`config.mk`:
```
export PLATFORM = sky130hd
export DESIGN_NAME = instruction_fetch_unit_flat
export DESIGN_NICKNAME = d
export VERILOG_FILES = /design/src/rtl/instruction_fetch_unit_if.sv /design/src/rtl/instruction_fetch_unit.sv /design/src/flat_wrapper.sv
export SDC_FILE = /design/constraint.sdc
export NUM_CORES = 1
export LEC_CHECK = 0
export CORE_MARGIN = 2
export CORE_UTILIZATION = 36
export DETAILED_ROUTE_END_ITERATION = 10
export PLACE_DENSITY_LB_ADDON = 0.25
export SLEW_MARGIN = 10
export SYNTH_ARGS = -nofsm -noshare
export SYNTH_HDL_FRONTEND = slang
export SYNTH_SLANG_ARGS = --single-unit
```
`constraint.sdc`:
```
create_clock -name clk -period 2.4 [get_ports clk]
set_input_delay 0.48 -clock clk [delete_from_list [all_inputs] [get_ports clk]]
set_output_delay 0.48 -clock clk [all_outputs]
set_load 0.01 [all_outputs]
```
`src/rtl/instruction_fetch_unit_if.sv`:
```
// Fetch-stage bus: ID-stage control, instruction memory port and IF/ID register outputs.
interface instruction_fetch_unit_if #(
    parameter int unsigned ADDR_WIDTH = 5,
    parameter int unsigned DATA_WIDTH = 32
);
    logic                  stall;
    logic                  flush;
    logic                  branch_taken;
    logic [15:0]           branch_offset;
    logic                  jump;
    logic [25:0]           jump_index;
    logic [ADDR_WIDTH-1:0] instruction_address;
    logic [DATA_WIDTH-1:0] instruction;
    logic [DATA_WIDTH-1:0] if_id_instruction;
    logic [ADDR_WIDTH-1:0] if_id_pc;
    logic                  if_id_valid;
    logic                  halted;

    // Pipeline/memory side driving the fetch unit
    modport master (
        output stall, flush, branch_taken, branch_offset, jump, jump_index, instruction,
        input  instruction_address, if_id_instruction, if_id_pc, if_id_valid, halted
    );

    // Fetch unit itself
    modport slave (
        input  stall, flush, branch_taken, branch_offset, jump, jump_index, instruction,
        output instruction_address, if_id_instruction, if_id_pc, if_id_valid, halted
    );
endinterface

```
`src/rtl/instruction_fetch_unit.sv`:
```
// IF stage: program counter, IF/ID register, stall/flush/redirect handling.
// Optional macro FETCH_HALT_EN: opcode 6'b111111 halts fetch until reset.
module instruction_fetch_unit #(
    parameter int unsigned ADDR_WIDTH = 5,
    parameter int unsigned DATA_WIDTH = 32,
    parameter int unsigned RESET_PC   = 0
) (
    input  logic                   clk,
    input  logic                   reset,
    instruction_fetch_unit_if.slave bus
);
    localparam int unsigned AW = ADDR_WIDTH;
    localparam int unsigned DW = DATA_WIDTH;

    logic [AW-1:0] r_pc;
    logic [AW-1:0] r_if_id_pc;
    logic [DW-1:0] r_if_id_instruction;
    logic          r_if_id_valid;
    logic          r_halted;

    // Redirects only count when ID actually holds a real instruction
    wire           w_redirect      = r_if_id_valid & (bus.jump | bus.branch_taken);
    wire  [AW-1:0] w_branch_target = r_if_id_pc + AW'(1) + bus.branch_offset[AW-1:0];
    wire  [AW-1:0] w_redirect_pc   = bus.jump ? bus.jump_index[AW-1:0] : w_branch_target;

`ifdef FETCH_HALT_EN
    wire           w_halt_word     = (bus.instruction[31:26] == 6'b111111);
`else
    wire           w_halt_word     = 1'b0;
`endif

    // Upper offset/index bits are architecturally dropped by the narrow PC
    wire           w_unused = ^{bus.branch_offset[15:AW], bus.jump_index[25:AW], w_halt_word};

    always_ff @(posedge clk or posedge reset) begin
        if (reset) begin
            r_pc                <= AW'(RESET_PC);
            r_if_id_pc          <= '0;
            r_if_id_instruction <= '0;
            r_if_id_valid       <= 1'b0;
            r_halted            <= 1'b0;
        end else if (r_halted) begin
            r_if_id_pc          <= '0;
            r_if_id_instruction <= '0;
            r_if_id_valid       <= 1'b0;
        end else if (bus.stall) begin
            r_pc                <= r_pc;
        end else if (w_redirect) begin
            r_pc                <= w_redirect_pc;
            r_if_id_pc          <= '0;
            r_if_id_instruction <= '0;
            r_if_id_valid       <= 1'b0;
        end else if (bus.flush) begin
            r_pc                <= r_pc + AW'(1);
            r_if_id_pc          <= '0;
            r_if_id_instruction <= '0;
            r_if_id_valid       <= 1'b0;
        end else begin
            r_pc                <= r_pc + AW'(1);
            r_if_id_pc          <= r_pc;
            r_if_id_instruction <= bus.instruction;
            r_if_id_valid       <= 1'b1;
            r_halted            <= w_halt_word;
        end
    end

    assign bus.instruction_address = r_pc;
    assign bus.if_id_pc            = r_if_id_pc;
    assign bus.if_id_instruction   = r_if_id_instruction;
    assign bus.if_id_valid         = r_if_id_valid;
    assign bus.halted              = r_halted;
endmodule
```
`src/flat_wrapper.sv`:
```
// flat-port wrapper written by rule: the top's interface ports become plain ports
module instruction_fetch_unit_flat 
#(
    parameter int unsigned ADDR_WIDTH = 5,
    parameter int unsigned DATA_WIDTH = 32,
    parameter int unsigned RESET_PC   = 0
)
  (clk, reset, bus_stall, bus_flush, bus_branch_taken, bus_branch_offset, bus_jump, bus_jump_index, bus_instruction, bus_instruction_address, bus_if_id_instruction, bus_if_id_pc, bus_if_id_valid, bus_halted);
  instruction_fetch_unit_if #(.ADDR_WIDTH(ADDR_WIDTH), .DATA_WIDTH(DATA_WIDTH)) bus_i ();
  input  logic clk;
  input  logic reset;
  input wire logic [$bits(bus_i.stall)-1:0] bus_stall;
  input wire logic [$bits(bus_i.flush)-1:0] bus_flush;
  input wire logic [$bits(bus_i.branch_taken)-1:0] bus_branch_taken;
  input wire logic [$bits(bus_i.branch_offset)-1:0] bus_branch_offset;
  input wire logic [$bits(bus_i.jump)-1:0] bus_jump;
  input wire logic [$bits(bus_i.jump_index)-1:0] bus_jump_index;
  input wire logic [$bits(bus_i.instruction)-1:0] bus_instruction;
  output wire logic [$bits(bus_i.instruction_address)-1:0] bus_instruction_address;
  output wire logic [$bits(bus_i.if_id_instruction)-1:0] bus_if_id_instruction;
  output wire logic [$bits(bus_i.if_id_pc)-1:0] bus_if_id_pc;
  output wire logic [$bits(bus_i.if_id_valid)-1:0] bus_if_id_valid;
  output wire logic [$bits(bus_i.halted)-1:0] bus_halted;
  assign bus_i.stall = bus_stall;
  assign bus_i.flush = bus_flush;
  assign bus_i.branch_taken = bus_branch_taken;
  assign bus_i.branch_offset = bus_branch_offset;
  assign bus_i.jump = bus_jump;
  assign bus_i.jump_index = bus_jump_index;
  assign bus_i.instruction = bus_instruction;
  assign bus_instruction_address = bus_i.instruction_address;
  assign bus_if_id_instruction = bus_i.if_id_instruction;
  assign bus_if_id_pc = bus_i.if_id_pc;
  assign bus_if_id_valid = bus_i.if_id_valid;
  assign bus_halted = bus_i.halted;
  instruction_fetch_unit #(.ADDR_WIDTH(ADDR_WIDTH), .DATA_WIDTH(DATA_WIDTH), .RESET_PC(RESET_PC)) u_core (.clk(clk), .reset(reset), .bus(bus_i));
endmodule
```
==> results of run 1 <==
## sequential cells by signal, indices dropped and copies added (netlist names)
signal	flops
u_core.bus.if_id_pc	5
u_core.bus.instruction_address	5
u_core.bus.if_id_valid	1
u_core.bus.if_id_instruction	32
## per-stage QoR
stage	cells	power, mW	util
CTS	315	2.124	0.5821
floorplan	152	1.213	-
finish	315	2.099	0.5821
global placement	307	1.556	0.5599
detailed placement	307	1.563	0.5599
global route	315	2.222	0.5821
## worst max-delay path by stage
stage / startpoint / endpoint / slack (ps) / cells after the start
after floorplan: bus_branch_offset[0] / u_core.bus.instruction_address[4] / 520 / 7
after global placement: bus_branch_offset[0] / u_core.bus.instruction_address[4] / -10 / 8
after detailed placement: bus_branch_offset[0] / u_core.bus.instruction_address[4] / -60 / 8
after CTS: bus_branch_offset[0] / u_core.bus.instruction_address[4] / 270 / 8
after global routing: bus_branch_offset[0] / u_core.bus.instruction_address[2] / 170 / 9
final: bus_branch_offset[0] / u_core.bus.instruction_address[4] / 280 / 8
## synthesized netlist by cell type, types with 3 or more instances
cell	instances	area share
buf_2	7	0.019
a22o_1	37	0.17
a21oi_1	5	0.013
nand2_1	6	0.012
inv_1	6	0.012
nor2_1	3	0.0060
nand3_1	3	0.0080
o21ai_0	6	0.016
dfrtp_1	43	0.57
ha_1	5	0.033
## cell usage in the layout, fill, tap and decap left out, types with 2 or more instances in the layout
cell type / synthesis / layout
a21o_1: 2 / 2
a21oi_1: 5 / 5
a22o_1: 37 / 37
buf_4: 1 / 6
clkbuf_8: 0 / 5
clkdlybuf4s50_1: 0 / 89
dfrtp_1: 43 / 43
ha_1: 5 / 5
inv_1: 6 / 5
mux2i_1: 2 / 2
nand2_1: 6 / 6
nand2b_1: 2 / 2
nand3_1: 3 / 3
nor2_1: 3 / 3
nor2b_1: 2 / 2
nor3_1: 2 / 2
o21ai_0: 6 / 6
## cell families (layout without fill, tap and decap cells)
family | count (synthesis) | in the layout
flip-flops | 43 | 43
other | 1 | 1
AND/OR/NAND/NOR | 22 | 22
multiplexers | 2 | 2
XOR/XNOR | 2 | 2
buffers and inverters | 18 | 111
adder cells (fa/ha/maj) | 6 | 6
AO/OA/AOI/OAI | 58 | 58
## layer usage
layer | global-route usage | wire length [um] | part of all wire
met1 | 0.2177 | 2043 | 0.46
met2 | 0.2451 | 2047 | 0.46
met3 | 0.05095 | 329 | 0.074
met4 | 0.03273 | 15 | 0.0034
met5 | 0 | 0 | 0
## where the power goes
group	switching [mW]	leakage [nW]	total, mW	internal, mW
registers	0.104	0.562	0.926	0.822
logic	0.242	0.686	0.619	0.377
clock network	0.244	0.0581	0.554	0.310
## cell type report
| class | instances | area, sq um |
|---|---|---|
| clock buffers | 5 | 68.82 |
| clock inverters | 3 | 43.79 |
| fillers | 465 | 2121 |
| inverters | 6 | 22.52 |
| multi-input cells | 91 | 694.4 |
| flip-flops and latches | 43 | 1076 |
| well taps | 70 | 87.58 |
| repair buffers | 97 | 960.9 |
==> reports/qor.yml, run 1 <==
synth.avg_cell_area_sq_um: 12.37
setup_viol: 0
cts_tree: "built"
cts_hold_buf: 0
synth_cell_types: 35
holdWs_ps: 511.8
yosys_warnings: 0
rows: 26
synthMuxAreaShare: 0.01065
crit_path_end_kind: "flop"
wl_per_cell_um: 14.09
rr_endpoint: "u_core.bus.instruction_address[4]"
grt.total_usage: 0.1577
synth_edf_count: 0
worstPathArrival_ps: 2310
crit_required_ps: 2580
cts_resized: 0
yosys.area_share.adder: 0.04391
diodes: 0
via_count: 1529
cp_max_fo: 2
drive_gt1_frac: 0.08163
synth_top_family_by_area: "compound AO/OA/AOI/OAI gates"
grt_max_degree: 28
ys_ff_latch: 43
cts_setup_buffers: 0
hold_viol: 0
final_max_slew_viol_count: 0
wl_um: 4437
nets: 330
max_freq_mhz: 471.3
outcome: "finished clean"
cp_top_family: "adder cells"
r2r_cells: 7
initial_utilization: 0.3706
cts_max_level: 2
synth-simple-area-share: 0.05855
critPathKind: "primary input to flop"
p_per_area_nw_per_um2: 710.4
async_flop_share: 1.000
finalWeightedCongestion: 0.7688
finalWorstSetupSlack_ps: 278.2
clock-sinks: 43
io_pins: 124
hp-class: "primary input to async pin"
reg2reg_from: "u_core.bus.if_id_pc[0]"
critPathMaxStageDelay_ps: 450
synth_area_sq_um: 1881
design_area_sq_um: 2954
clockRootBuffer: "clkbuf_8"
dieArea_sq_um: 5818
path_buf_inv: 2
grt_pass1_wl_um: 7479
io_buffers: 90
syn_nets: 238
finalSetupTns_ps: 0
clk_latency_ps: 290
drc: 0
maxCapViolCount: 0
grt_pass1_vias: 1533
synth-compound-area-share: 0.2448
worstPathCellList: "clkdlybuf4s50_1 -> inv_1 -> ha_1 -> fa_1 -> nand2b_1 -> a21oi_2 -> mux2i_1 -> a221o_1"
leakagePower_nw: 1.305
ys_seq_area_frac: 0.5722
finalCritPeriodShare: 0.8841
overflow: 0
place_ws_ps: -57.72
synth_cells: 152
cts_buffers: 5
syn_to_final_growth_pct: 57.09
dpl.hpwl_um: 3238
dpl_cell_area_sq_um: 2841
r2r_setup_slack_ps: 520
antenna_found_initial: 0
fin_skew_ps: 4.986
first_iter_violations: 54
synth_ff_type: "dfrtp_1"
dieHeight_um: 76.28
path_clk_slew_ps: 80
coreArea_sq_um: 5075
synth-xor-area-share: 0.009315
timing.final.crit_period_ps: 2122
vdd_drop_max_v: 0.0003265
rsz0062_at_grt: "false"
viasPerCell: 4.854
ant_nets: 0
cpMaxStageDelayCell: "clkdlybuf4s50_1"
start_kind: "primary input"
first_pass_iters: 4
clockBufferDepth: 2
fp.dieW_um: 76.28
(Power assumes the default switching activity.)
==> run 2, diff against run 1 <==
--- a/config.mk
+++ b/config.mk
@@ -6,7 +6,7 @@
 export NUM_CORES = 1
 export LEC_CHECK = 0
 export CORE_MARGIN = 2
-export CORE_UTILIZATION = 36
+export CORE_UTILIZATION = 32
 export DETAILED_ROUTE_END_ITERATION = 10
 export PLACE_DENSITY_LB_ADDON = 0.25
 export SLEW_MARGIN = 10
==> constraint.sdc (replaced) <==
create_clock -name clk -period 1.91 [get_ports clk]
set_input_delay 0.382 -clock clk [delete_from_list [all_inputs] [get_ports clk]]
set_output_delay 0.382 -clock clk [all_outputs]
set_load 0.1 [all_outputs]
==> reports/qor.yml, run 2 (synthesized netlist as in run 1, its figures left out) <==
outcome: "finished clean"
finalWeightedCongestion: 0.7830  # +1.8%
place_inst: 311  # +1.3%
p_clk_frac: 0.155  # -0.109
grt.total_usage: 0.1527  # -0.004965
first_iter_violations: 79  # +46%
fillers: 522  # +12%
final_cells: 320  # +1.6%
final_common_cell: "clkdlybuf4s50_1"
cts_max_level: 2  # unchanged
critPathMaxStageDelay_ps: 480  # +30 ps
dieHeight_um: 80.66  # +5.7%
p_sw_mw: 1.655  # +180%
wl_per_cell_um: 14.65  # +4.0%
critPathKind: "primary input to flop"
diodes: 0  # unchanged
power_frac_comb: 0.507  # +0.212
drc: 0  # unchanged
largest_reg_flops: 32  # unchanged
swShare: 0.4656  # +0.1845
final_max_slew_viol_count: 0  # unchanged
most-common-layout-cells: "clkdlybuf4s50_1 (46), buf_4 (42), a22o_1 (37), dfrtp_1 (37), buf_12 (11)"
clk_latency_ps: 290  # about the same
rows: 27  # +3.8%
cts_buffers: 5  # unchanged
leakagePower_nw: 1.407  # +7.8%
cpMaxStageDelayCell: "clkdlybuf4s50_1"
overflow: 0  # unchanged
cp_max_fo: 2  # unchanged
grt_max_degree: 34  # +21%
cts_tree: "built"
syn_to_final_growth_pct: 60.35
start_kind: "primary input"
clockBufferDepth: 2  # unchanged
nets: 333  # +0.91%
initial_utilization: 0.3353  # -0.03522
worstPathCellList: "clkdlybuf4s50_1 -> inv_1 -> fa_2 -> nand2b_4 -> a21oi_4 -> mux2i_1 -> a221o_1"
io_buffers: 90  # unchanged
ant_nets: 0  # unchanged
timing.final.crit_period_ps: 1813
drive_gt1_frac: 0.2984  # +0.2168
seq_power_share: 0.338  # -0.103
fin_skew_ps: 7.846  # +2.861 ps
holdWs_ps: 416.1  # -95.76 ps
fp.dieW_um: 80.66  # +5.7%
maxCapViolCount: 0  # unchanged
antenna_found_initial: 0  # unchanged
clockRootBuffer: "clkbuf_8"
dieArea_sq_um: 6506  # +12%
hold_viol: 0  # unchanged
first_pass_iters: 4  # unchanged
via_count: 1531  # +0.13%
place_ws_ps: -383.6  # -325.9 ps
p_int_mw: 1.900  # +26%
wl_um: 4689  # +5.7%
hp-class: "primary input to async pin"
finalWorstSetupSlack_ps: 96.75  # -181.4 ps
grt_pass1_wl_um: 7514  # +0.47%
rsz0062_at_grt: "false"
clock-sinks: 43  # unchanged
finalSetupTns_ps: 0  # unchanged
crit_path_end_kind: "flop"
finalCritPeriodShare: 0.9493
worstPathArrival_ps: 1990  # -320 ps
coreArea_sq_um: 5608  # +11%
io_pins: 124  # unchanged
setup_viol: 0  # unchanged
p_per_area_nw_per_um2: 1179  # +66%
grt_pass1_vias: 1577  # +2.9%
viasPerCell: 4.784  # -1.4%
path_clk_slew_ps: 80  # about the same
vdd_drop_max_v: 0.0005242  # +61%
dpl.hpwl_um: 3542  # +9.4%
max_freq_mhz: 551.5
crit_required_ps: 2080  # -500 ps
[run 2: cell count changes in the layout (fill, tap and decap cells not counted), moves of 2 or more]
cell	previous run	this run
buf_4	6	42
buf_12	1	11
dfrtp_4	0	2
dfrtp_1	43	37
dfrtp_2	0	4
inv_1	5	3
clkdlybuf4s50_1	89	46
[run 2: cell type report]
class                   instances  area (sq um)  area share
inverters                       6         22.52    0.007469
repair buffers                100          1005      0.3332
flip-flops and latches         43          1089      0.3610
multi-input cells              91         724.4      0.2402
clock inverters                 2         12.51    0.004149
well taps                      72         90.09     0.02988
clock buffers                   6         72.57     0.02407
[run 2: path summary, 6_finish.rpt]
path | from | endpoint | slack (ps) | depth (start not counted)
worst max-delay path | bus_branch_offset[1] | u_core.bus.instruction_address[4] | 100 | 7
worst min-delay path | reset | u_core.bus.if_id_instruction[11] | 420 | 3
worst max register to register | u_core.bus.if_id_pc[0] | u_core.bus.instruction_address[4] | 100 | 7
worst min register to register | u_core.bus.if_id_instruction[31] | u_core.bus.if_id_instruction[31] | 520 | 1
max in group asynchronous | reset | u_core.bus.if_id_pc[0] | 1170 | 3
min in group clk | u_core.bus.if_id_instruction[31] | u_core.bus.if_id_instruction[31] | 520 | 1
[run 2: repair_timing]
action / CTS / global route
setup endpoints to repair: 1 / 1
setup buffers: 0 / 1
pin swaps: 3 / 1
hold buffers: 0 / 0
resized for setup: 3 / 0
[run 2: critical path: cells and delay by family]
family | cells | cell delay (ps)
and+or+nand+nor | 1 | 160
muxes | 1 | 90
adders and majority gates | 1 | 350
buffers and inverters | 2 | 540
AOI/OAI and AO/OA | 2 | 480
[run 2: power by group through the flow]
stage	registers (mW)	clock network, mW	logic (mW)
6_report	1.20	0.551	1.80
3_5_place_dp	1.22	0	1.80
5_1_grt	1.22	0.620	1.88
4_1_cts	1.21	0.580	1.81
2_1_floorplan	2.08	0	0.332
3_3_place_gp	1.22	0	1.78
[run 2: per-layer routing]
layer | global-route usage | share of wire | routed length, um
met1 | 0.1957 | 0.46 | 2137
met2 | 0.2417 | 0.44 | 2080
met3 | 0.05843 | 0.090 | 420
met4 | 0.04068 | 0.011 | 51
met5 | 0 | 0 | 0
[run 2: metrics by stage]
stage / cell area [sq um] / power [mW] / util
finish: 3015 / 3.555 / 0.5377
global route: 3015 / 3.724 / 0.5377
CTS: 3008 / 3.598 / 0.5364
detailed placement: 2917 / 3.025 / 0.5201
global placement: 2917 / 3.007 / 0.5201
floorplan: 1916 / 2.408 / -
